`config.mk`:
```
export PLATFORM = sky130hd
export DESIGN_NAME = ir_nec_decoder
export DESIGN_NICKNAME = d
export VERILOG_FILES = /design/src/rtl/ir_nec_decoder.sv
export SDC_FILE = /design/constraint.sdc
export NUM_CORES = 1
export LEC_CHECK = 0
export ABC_AREA = 1
export BUFFER_PORTS_ARGS = -buffer_cell sky130_fd_sc_hd__buf_4
export CAP_MARGIN = 20
export CORE_MARGIN = 2
export CORE_UTILIZATION = 40
export CTS_BUF_LIST = sky130_fd_sc_hd__clkbuf_8
export DETAILED_ROUTE_END_ITERATION = 8
export GPL_TIMING_DRIVEN = 0
export PLACE_DENSITY = 0.58
export SYNTH_ARGS = -nofsm -noshare
export SYNTH_HDL_FRONTEND = slang
export SYNTH_SLANG_ARGS = --single-unit
```
`constraint.sdc`:
```
create_clock -name sys_clk -period 1.8 [get_ports sys_clk]
set_input_delay 0 -clock sys_clk [delete_from_list [all_inputs] [get_ports sys_clk]]
set_output_delay 0 -clock sys_clk [all_outputs]
set_load 0.02 [all_outputs]
```
`src/rtl/ir_nec_decoder.sv`:
```
// NEC infrared frame decoder: synchronised input, one edge-to-edge duration counter, six-state frame FSM.
// Define IR_INV_CHECK_EN to reject data frames whose complement bytes do not match; TIME_DIV scales every threshold down.
module ir_nec_decoder #(
  parameter int unsigned TIME_DIV = 1
) (
  input  logic       sys_clk,
  input  logic       sys_rst_n,
  input  logic       infrared_in,
  output logic [7:0] addr,
  output logic [7:0] cmd,
  output logic       data_valid,
  output logic       repeat_en
);

`ifdef IR_INV_CHECK_EN
  localparam bit INV_CHECK = 1'b1;
`else
  localparam bit INV_CHECK = 1'b0;
`endif

  // Durations in sys_clk cycles (20 ns each at TIME_DIV = 1).
  localparam logic [19:0] LEAD_LO_MIN = 20'(400_000 / TIME_DIV);
  localparam logic [19:0] LEAD_LO_MAX = 20'(500_000 / TIME_DIV);
  localparam logic [19:0] LEAD_HI_MIN = 20'(200_000 / TIME_DIV);
  localparam logic [19:0] LEAD_HI_MAX = 20'(250_000 / TIME_DIV);
  localparam logic [19:0] RPT_HI_MIN  = 20'(100_000 / TIME_DIV);
  localparam logic [19:0] RPT_HI_MAX  = 20'(125_000 / TIME_DIV);
  localparam logic [19:0] SHORT_MIN   = 20'(20_000 / TIME_DIV);
  localparam logic [19:0] SHORT_MAX   = 20'(35_000 / TIME_DIV);
  localparam logic [19:0] ONE_MIN     = 20'(75_000 / TIME_DIV);
  localparam logic [19:0] ONE_MAX     = 20'(90_000 / TIME_DIV);
  localparam logic [19:0] TIMEOUT     = 20'(550_000 / TIME_DIV);

  typedef enum logic [2:0] {IDLE, LEAD_LOW, LEAD_HIGH, BIT_LOW, BIT_HIGH, STOP} state_t;

  logic        sync1_q, sync2_q, prev_q;
  logic [19:0] cnt_q, cnt_d;
  state_t      state_q, state_d;
  logic [4:0]  bit_idx_q, bit_idx_d;
  logic [31:0] shift_q, shift_d;
  logic        rpt_q, rpt_d;
  logic        seen_q, seen_d;
  logic [7:0]  addr_q, addr_d, cmd_q, cmd_d;
  logic        dv_q, dv_d, rep_q, rep_d;
  logic        fall_edge, rise_edge, inv_ok;
  logic        is_short, is_one;

  function automatic logic in_range(input logic [19:0] v, input logic [19:0] lo, input logic [19:0] hi);
    return (v >= lo) && (v <= hi);
  endfunction

  assign fall_edge = prev_q & ~sync2_q;
  assign rise_edge = ~prev_q & sync2_q;
  assign is_short  = in_range(cnt_q, SHORT_MIN, SHORT_MAX);
  assign is_one    = in_range(cnt_q, ONE_MIN, ONE_MAX);
  assign inv_ok    = !INV_CHECK ||
                     ((shift_q[15:8] == ~shift_q[7:0]) && (shift_q[31:24] == ~shift_q[23:16]));

  assign cnt_d = (fall_edge | rise_edge) ? 20'd0 :
                 (cnt_q == 20'hFFFFF)    ? cnt_q : cnt_q + 20'd1;

  always_ff @(posedge sys_clk or negedge sys_rst_n) begin
    if (!sys_rst_n) begin
      sync1_q   <= 1'b1;
      sync2_q   <= 1'b1;
      prev_q    <= 1'b1;
      cnt_q     <= 20'd0;
      state_q   <= IDLE;
      bit_idx_q <= 5'd0;
      shift_q   <= 32'd0;
      rpt_q     <= 1'b0;
      seen_q    <= 1'b0;
      addr_q    <= 8'd0;
      cmd_q     <= 8'd0;
      dv_q      <= 1'b0;
      rep_q     <= 1'b0;
    end else begin
      sync1_q   <= infrared_in;
      sync2_q   <= sync1_q;
      prev_q    <= sync2_q;
      cnt_q     <= cnt_d;
      state_q   <= state_d;
      bit_idx_q <= bit_idx_d;
      shift_q   <= shift_d;
      rpt_q     <= rpt_d;
      seen_q    <= seen_d;
      addr_q    <= addr_d;
      cmd_q     <= cmd_d;
      dv_q      <= dv_d;
      rep_q     <= rep_d;
    end
  end

  always_comb begin
    state_d   = state_q;
    bit_idx_d = bit_idx_q;
    shift_d   = shift_q;
    rpt_d     = rpt_q;
    seen_d    = seen_q;
    addr_d    = addr_q;
    cmd_d     = cmd_q;
    dv_d      = 1'b0;
    rep_d     = 1'b0;
    // A stuck level anywhere inside a frame abandons it.
    if (state_q != IDLE && cnt_q >= TIMEOUT) begin
      state_d = IDLE;
    end else begin
      case (state_q)
        IDLE: if (fall_edge) begin
          state_d   = LEAD_LOW;
          bit_idx_d = 5'd0;
          shift_d   = 32'd0;
          rpt_d     = 1'b0;
        end
        LEAD_LOW: if (rise_edge) begin
          state_d = in_range(cnt_q, LEAD_LO_MIN, LEAD_LO_MAX) ? LEAD_HIGH : IDLE;
        end
        LEAD_HIGH: if (fall_edge) begin
          if (in_range(cnt_q, LEAD_HI_MIN, LEAD_HI_MAX)) begin
            state_d   = BIT_LOW;
            bit_idx_d = 5'd0;
          end else if (in_range(cnt_q, RPT_HI_MIN, RPT_HI_MAX)) begin
            state_d = STOP;
            rpt_d   = 1'b1;
          end else begin
            state_d = IDLE;
          end
        end
        BIT_LOW: if (rise_edge) begin
          state_d = is_short ? BIT_HIGH : IDLE;
        end
        BIT_HIGH: if (fall_edge) begin
          if (is_short || is_one) begin
            shift_d = {is_one, shift_q[31:1]};
            if (bit_idx_q == 5'd31) begin
              state_d = STOP;
              rpt_d   = 1'b0;
            end else begin
              bit_idx_d = bit_idx_q + 5'd1;
              state_d   = BIT_LOW;
            end
          end else begin
            state_d = IDLE;
          end
        end
        STOP: if (rise_edge) begin
          state_d = IDLE;
          if (is_short) begin
            if (rpt_q) begin
              rep_d = seen_q;
            end else if (inv_ok) begin
              addr_d = shift_q[7:0];
              cmd_d  = shift_q[23:16];
              dv_d   = 1'b1;
              seen_d = 1'b1;
            end
          end
        end
        default: state_d = IDLE;
      endcase
    end
  end

  assign addr       = addr_q;
  assign cmd        = cmd_q;
  assign data_valid = dv_q;
  assign repeat_en  = rep_q;

endmodule

```
Word level (Yosys, flattened, before mapping)
Index checks and enable logic that the tools add are counted.
{"block": "word_totals", "register_bits": 83, "in_bits": 3, "word_cells": 117}
{"block": "classes", "addsub": 2, "n_lt_le_gt_ge": 11, "n_eq_ne": 23, "n_mux": 45, "bitwise": 7, "n_reduce_logical": 16}
{"operator": "32-bit two-way mux", "count": 3}
{"operator": "32-bit case mux with 2 select lines", "count": 1}
{"operator": "20-bit by 17-bit greater-or-equal comparator with 1-bit output, second input constant", "count": 2}
{"operator": "20-bit by 17-bit <= comparator with 1-bit output, second input constant", "count": 2}
{"operator": "20-bit two-way mux", "count": 2}
{"operator": "3-bit two-way mux", "count": 12}
{"operator": "5-bit two-way mux", "count": 6}
{"operator": "20-bit by 1-bit adder with 20-bit output, second input constant", "count": 1}
{"operator": "20-bit == test, second input constant", "count": 1}
{"operator": "20-bit by 15-bit greater-or-equal comparator with 1-bit output, second input constant", "count": 1}
{"operator": "20-bit by 18-bit greater-or-equal comparator with 1-bit output, second input constant", "count": 1}
{"operator": "20-bit by 19-bit greater-or-equal comparator with 1-bit output, second input constant", "count": 1}
{"operator": "20-bit greater-or-equal comparator, second input constant", "count": 1}
{"operator": "20-bit by 16-bit <= comparator with 1-bit output, second input constant", "count": 1}
{"operator": "20-bit by 18-bit <= comparator with 1-bit output, second input constant", "count": 1}
{"operator": "20-bit by 19-bit <= comparator with 1-bit output, second input constant", "count": 1}
{"operator": "2-bit != test, second input constant", "count": 10}
{"operator": "3-bit != test, second input constant", "count": 6}
{"operator": "3-bit case mux with 6 select lines", "count": 1}
{"operator": "1-bit two-way mux", "count": 17}
{"operator": "5-bit case mux with 3 select lines", "count": 1}
{"operator": "5-bit AND reduction", "count": 2}
{"operator": "9-bit AND reduction", "count": 1}
{"operator": "8-bit AND reduction", "count": 1}
{"operator": "16 further kinds", "count": 28}

Depth between registers and ports, before layout
{"block": "logic_depth", "depth_word": 7, "mapped_depth": 16}

Worst setup path before layout
OpenSTA, ideal clock, no wires.
{"block": "synth_path", "path_type": "reg2reg", "startpoint": "register cnt_q[13]", "endpoint": "register shift_q[10]", "setup_time_ps": 117, "t_arrival_ps": 1613, "setup_slack_ps": 70, "stages_incl_launch_ff": 15, "n_path_buf": 2, "period_less_slack_ps": 1730, "cell_sequence": "dfrtp_1 -> buf_2 -> nor2_2 -> inv_1 -> nor3_1 -> nand2_1 -> nand2_2 -> nand2_4 -> nand3_4 -> nand2_4 -> inv_4 -> nand2_4 -> buf_6 -> nand2_1 -> nand2_1"}
{"block": "synth_via", "elab_chain_len": 5, "word_cells_on_any_way": 12, "cone_classes": "order compare: 5; eq/ne: 1; bitwise: 1; reduce/logical: 5"}
{"element": "start: declaration", "line_no": "37", "source": "logic [19:0] cnt_q, cnt_d;"}
{"element": "start signal: assignment", "line_no": "81", "source": "cnt_q <= cnt_d;"}
{"element": "20-bit by 15-bit greater-or-equal comparator with 1-bit output (tied with other cells)", "line_no": "49", "source": "return (v >= lo) && (v <= hi);"}
{"element": "1-bit logical AND", "line_no": "49"}
{"element": "1-bit logical OR", "line_no": "133", "source": "if (is_short || is_one) begin"}
{"element": "2-bit != test (no line)"}
{"element": "5-bit AND reduction (no line) *"}
{"element": "end signal: assignment", "line_no": "84", "source": "shift_q <= shift_d;"}
{"element": "end: declaration", "line_no": "40", "source": "logic [31:0] shift_q, shift_d;"}
Mark *: on every way between the ends. The rest lies on a longest branch, timed or not.
A chain may end at the register's enable or synchronous reset.

Worst setup path in the final report
{"block": "layout_path", "startpoint": "register cnt_q[4]", "endpoint": "register shift_q[28]"}
Same word-level chain as after synthesis.

==> run metrics <==
Design Power=roughly 3900 uW; Crit Path Class=flip-flop to flip-flop; Power Dens Cells=589 nW/um^2; Num CTS Buffers=9; crit path launch type=flip-flop; Worst EP required=between 2000 and 2500 ps; Power Internal=~2700 uW; Clock power frac=36.0%; DR vias=4795; final non-filler cell total=938; endpoints failing hold=0; Final ANT Viol Nets=0; worst-skew pair later-pin latency=380 ps; first-pass GRT wire length=22300 um; vias in the first global route=4531; max-cap viol count=0; share of cells above drive strength 1=34.8%; Clock Tree Root=clkbuf_8; Initial Utilization=around two fifths; CTS tree=done; clk sinks=83; DR iter-0 viols=357; Finish-stage setup viols=64; Inst Count DP=roughly 850; Synth async-reset ratio=100%; synthesized area per cell=7.03 sq um; Post-Syn Area=4830 sq um; Post-Syn Nets=slightly below 700; Util after Layout=55.0%; Crit path arrival time=2180 ps; crit path max fanout=7; post-layout minimum cycle time=1920 ps; Met3 Routed Length=about 480 um; worst path cell trace=nand2_4 -> nor2_4 -> nand2_1 -> nor2_2 -> nand2_1 -> nand3_2 -> nand2_2 -> nand2_4 -> nand3_4 -> nand2_4 -> inv_8 -> nand2_8 -> buf_6 -> nand2_1 -> nand2_1; Remaining DRCs=0; sw power=about 1100 uW; crit end category=flip-flop; hpwl dp=9030 um; Seq cells post-synth=between 80 and 90; Syn-to-layout area delta=35.7%; Max Slew Vio Count=0; total track usage=21.9%; Gate Count Post-Synth=687; initial antenna violation count=0; H-tree level count=3; Top FF cell, synth=dfrtp_1; violated checks=setup timing; row count=40; Routed WL per cell=15.2 um; WP depth=15; VDD IR max=502 uV; Highest Signal Layer=met4; sequential share of power=49.9%; die height=114 um; Detailed Route WL=14200 um; Leak=approximately 0.0032 uW; Worst Clk Skew=roughly 14 ps; sequential area share after synthesis=between 40 and 50%; Largest delay share family, worst path=simple AND/OR/NAND/NOR gates; WHS=18.3 ps; CP peak stage delay=490 ps; Hold Path Class=primary input to async pin; Slew HR=70.6%; met2 WL post-DR=roughly 6700 um; n_diodes=0; reg2reg path depth=15; Max Clock Freq=521 MHz; vias per cell=~5; wl on met1=6760 um; core footprint=11900 sq um; Net Sw Frac=between 20% and 30%; Clock Pin Slew Worst Setup and Hold Paths=90 ps; Die X-Extent=114 um; outcome=complete, but fails checks; I/O pin count=21; DRT Pass-1 Iters=5; number of enable flip-flop cells after synthesis=0; YS warnings=0; RSZ-0062 raised after global routing=yes; Logic pwr share=14.2%; Placer Congestion=0.909; largest net degree at the start of global routing=84; period utilization=107%; distinct cell type count after synthesis=38; GR Overflow Total=0; CTS Buffer Depth=2; # fillers=around 1100; die footprint=13000 sq um; Final WS setup=-119 ps; NumNets Final=795; slowest stage cell on the critical path=dfrtp_2; most used cell, CP=nand2_1; CP Buf/Inv Count=2; Worst Tran Pin Value=440 ps; port bufs=20
cell usage in the layout, fill, tap and decap left out, types with 6 or more instances in the layout:
cell | Yosys | routed
a21oi_1 | 24 | 17
a21oi_2 | 0 | 6
buf_4 | 6 | 78
buf_6 | 3 | 21
clkbuf_8 | 0 | 11
dfrtp_1 | 80 | 72
dfrtp_2 | 0 | 8
inv_1 | 72 | 62
inv_2 | 8 | 13
nand2_1 | 195 | 155
nand2_2 | 6 | 35
nand2_4 | 3 | 13
nand3_1 | 72 | 61
nand3_2 | 1 | 9
nand4_1 | 9 | 9
nor2_1 | 105 | 80
nor2_2 | 5 | 12
nor2_4 | 1 | 19
nor3_1 | 15 | 9
nor3_2 | 3 | 7
o21ai_0 | 17 | 12
o21ai_1 | 15 | 18
through the flow:
step                setup WS, ps  TNS [ps]  cell area [sq um]
global route                -247    -12240               6560
finish                      -119     -4370               6560
floorplan                   69.9         0               4830
CTS                        -79.3     -3130               6100
global placement            -356    -19760               5170
detailed placement          -359    -20950               5170
timing repair:
action / in CTS / in global routing
resized for setup: 135 / 78
endpoints found under the hold margin: 81 / 0
hold buffers: 2 / 0
pin swaps: 20 / 20
cloned: 4 / 1
buffers inserted: 38 / 23
endpoints found under the setup margin: 78 / 77
layout make-up:
type	instances	area, sq um	area share [%]
multi-input cells	496	2780	42.4
clock buffers	9	124	1.89
plain buffers	26	254	3.87
flip-flops and latches	83	2090	31.9
clock inverters	7	75.1	1.15
inverters	81	332	5.06
repair buffers	89	719	11.0
well taps	147	184	2.81
routing by layer:
layer  up-vias  track usage, %
met1      2302            30.6
li1       2383               -
met3        21            3.93
met2        89            34.3
met5         -               0
met4         0            8.05
state kept, by name, summed over array words and instances, names as in the netlist, 3 cells and up:
| signal | count |
|---|---|
| state_q | 3 |
| shift_q | 32 |
| cmd | 8 |
| bit_idx_q | 5 |
| cnt_q | 20 |
| addr | 8 |
kinds of logic (layout without fill, tap and decap cells):
kind of cell	Yosys count	after routing	synth area share [%]
AND/OR/NAND/NOR	426	426	38.5
buffers and inverters	108	212	9.66
adder cells (fa/ha/maj)	6	6	1.55
flip-flops	83	83	43.1
AO/OA/AOI/OAI	63	63	7.09
XOR/XNOR	1	1	0.181
power groups by stage:
stage	registers, uW	logic, uW	clock network (uW)
after floorplan	1950	261	0
after detailed placement	1960	381	0
after global placement	1960	379	0
after CTS	1920	465	1440
after global routing	1930	601	1490
final	1930	548	1390
cell usage after synthesis, types with 5 or more instances:
| cell type | count | share of area (%) |
|---|---|---|
| inv_1 | 72 | 5.6 |
| dfrtp_1 | 80 | 41 |
| nor2_1 | 105 | 8.2 |
| o21ai_0 | 17 | 1.8 |
| inv_2 | 8 | 0.62 |
| nor2_2 | 5 | 0.65 |
| ha_1 | 6 | 1.6 |
| nor3_1 | 15 | 1.6 |
| clkbuf_1 | 7 | 0.54 |
| buf_2 | 10 | 1.0 |
| buf_4 | 6 | 0.93 |
| nand2_2 | 6 | 0.78 |
| o21ai_1 | 15 | 1.6 |
| nand4_1 | 9 | 1.2 |
| nand3_1 | 72 | 7.5 |
| nand2_1 | 195 | 15 |
| a21oi_1 | 24 | 2.5 |
path summary, 6_finish.rpt:
| kind | from | to | slack, ps |
|---|---|---|---|
| max | cnt_q[4] | shift_q[28] | -120 |
| min | sys_rst_n | bit_idx_q[2] | 20 |
| max reg2reg | cnt_q[4] | shift_q[28] | -120 |
| max in group asynchronous | sys_rst_n | cnt_q[9] | 1140 |
| min in group sys_clk | infrared_in | sync1_q | 300 |
| min reg2reg | sync1_q | sync2_q | 360 |
No activity file was read; power rests on OpenSTA's default activity.
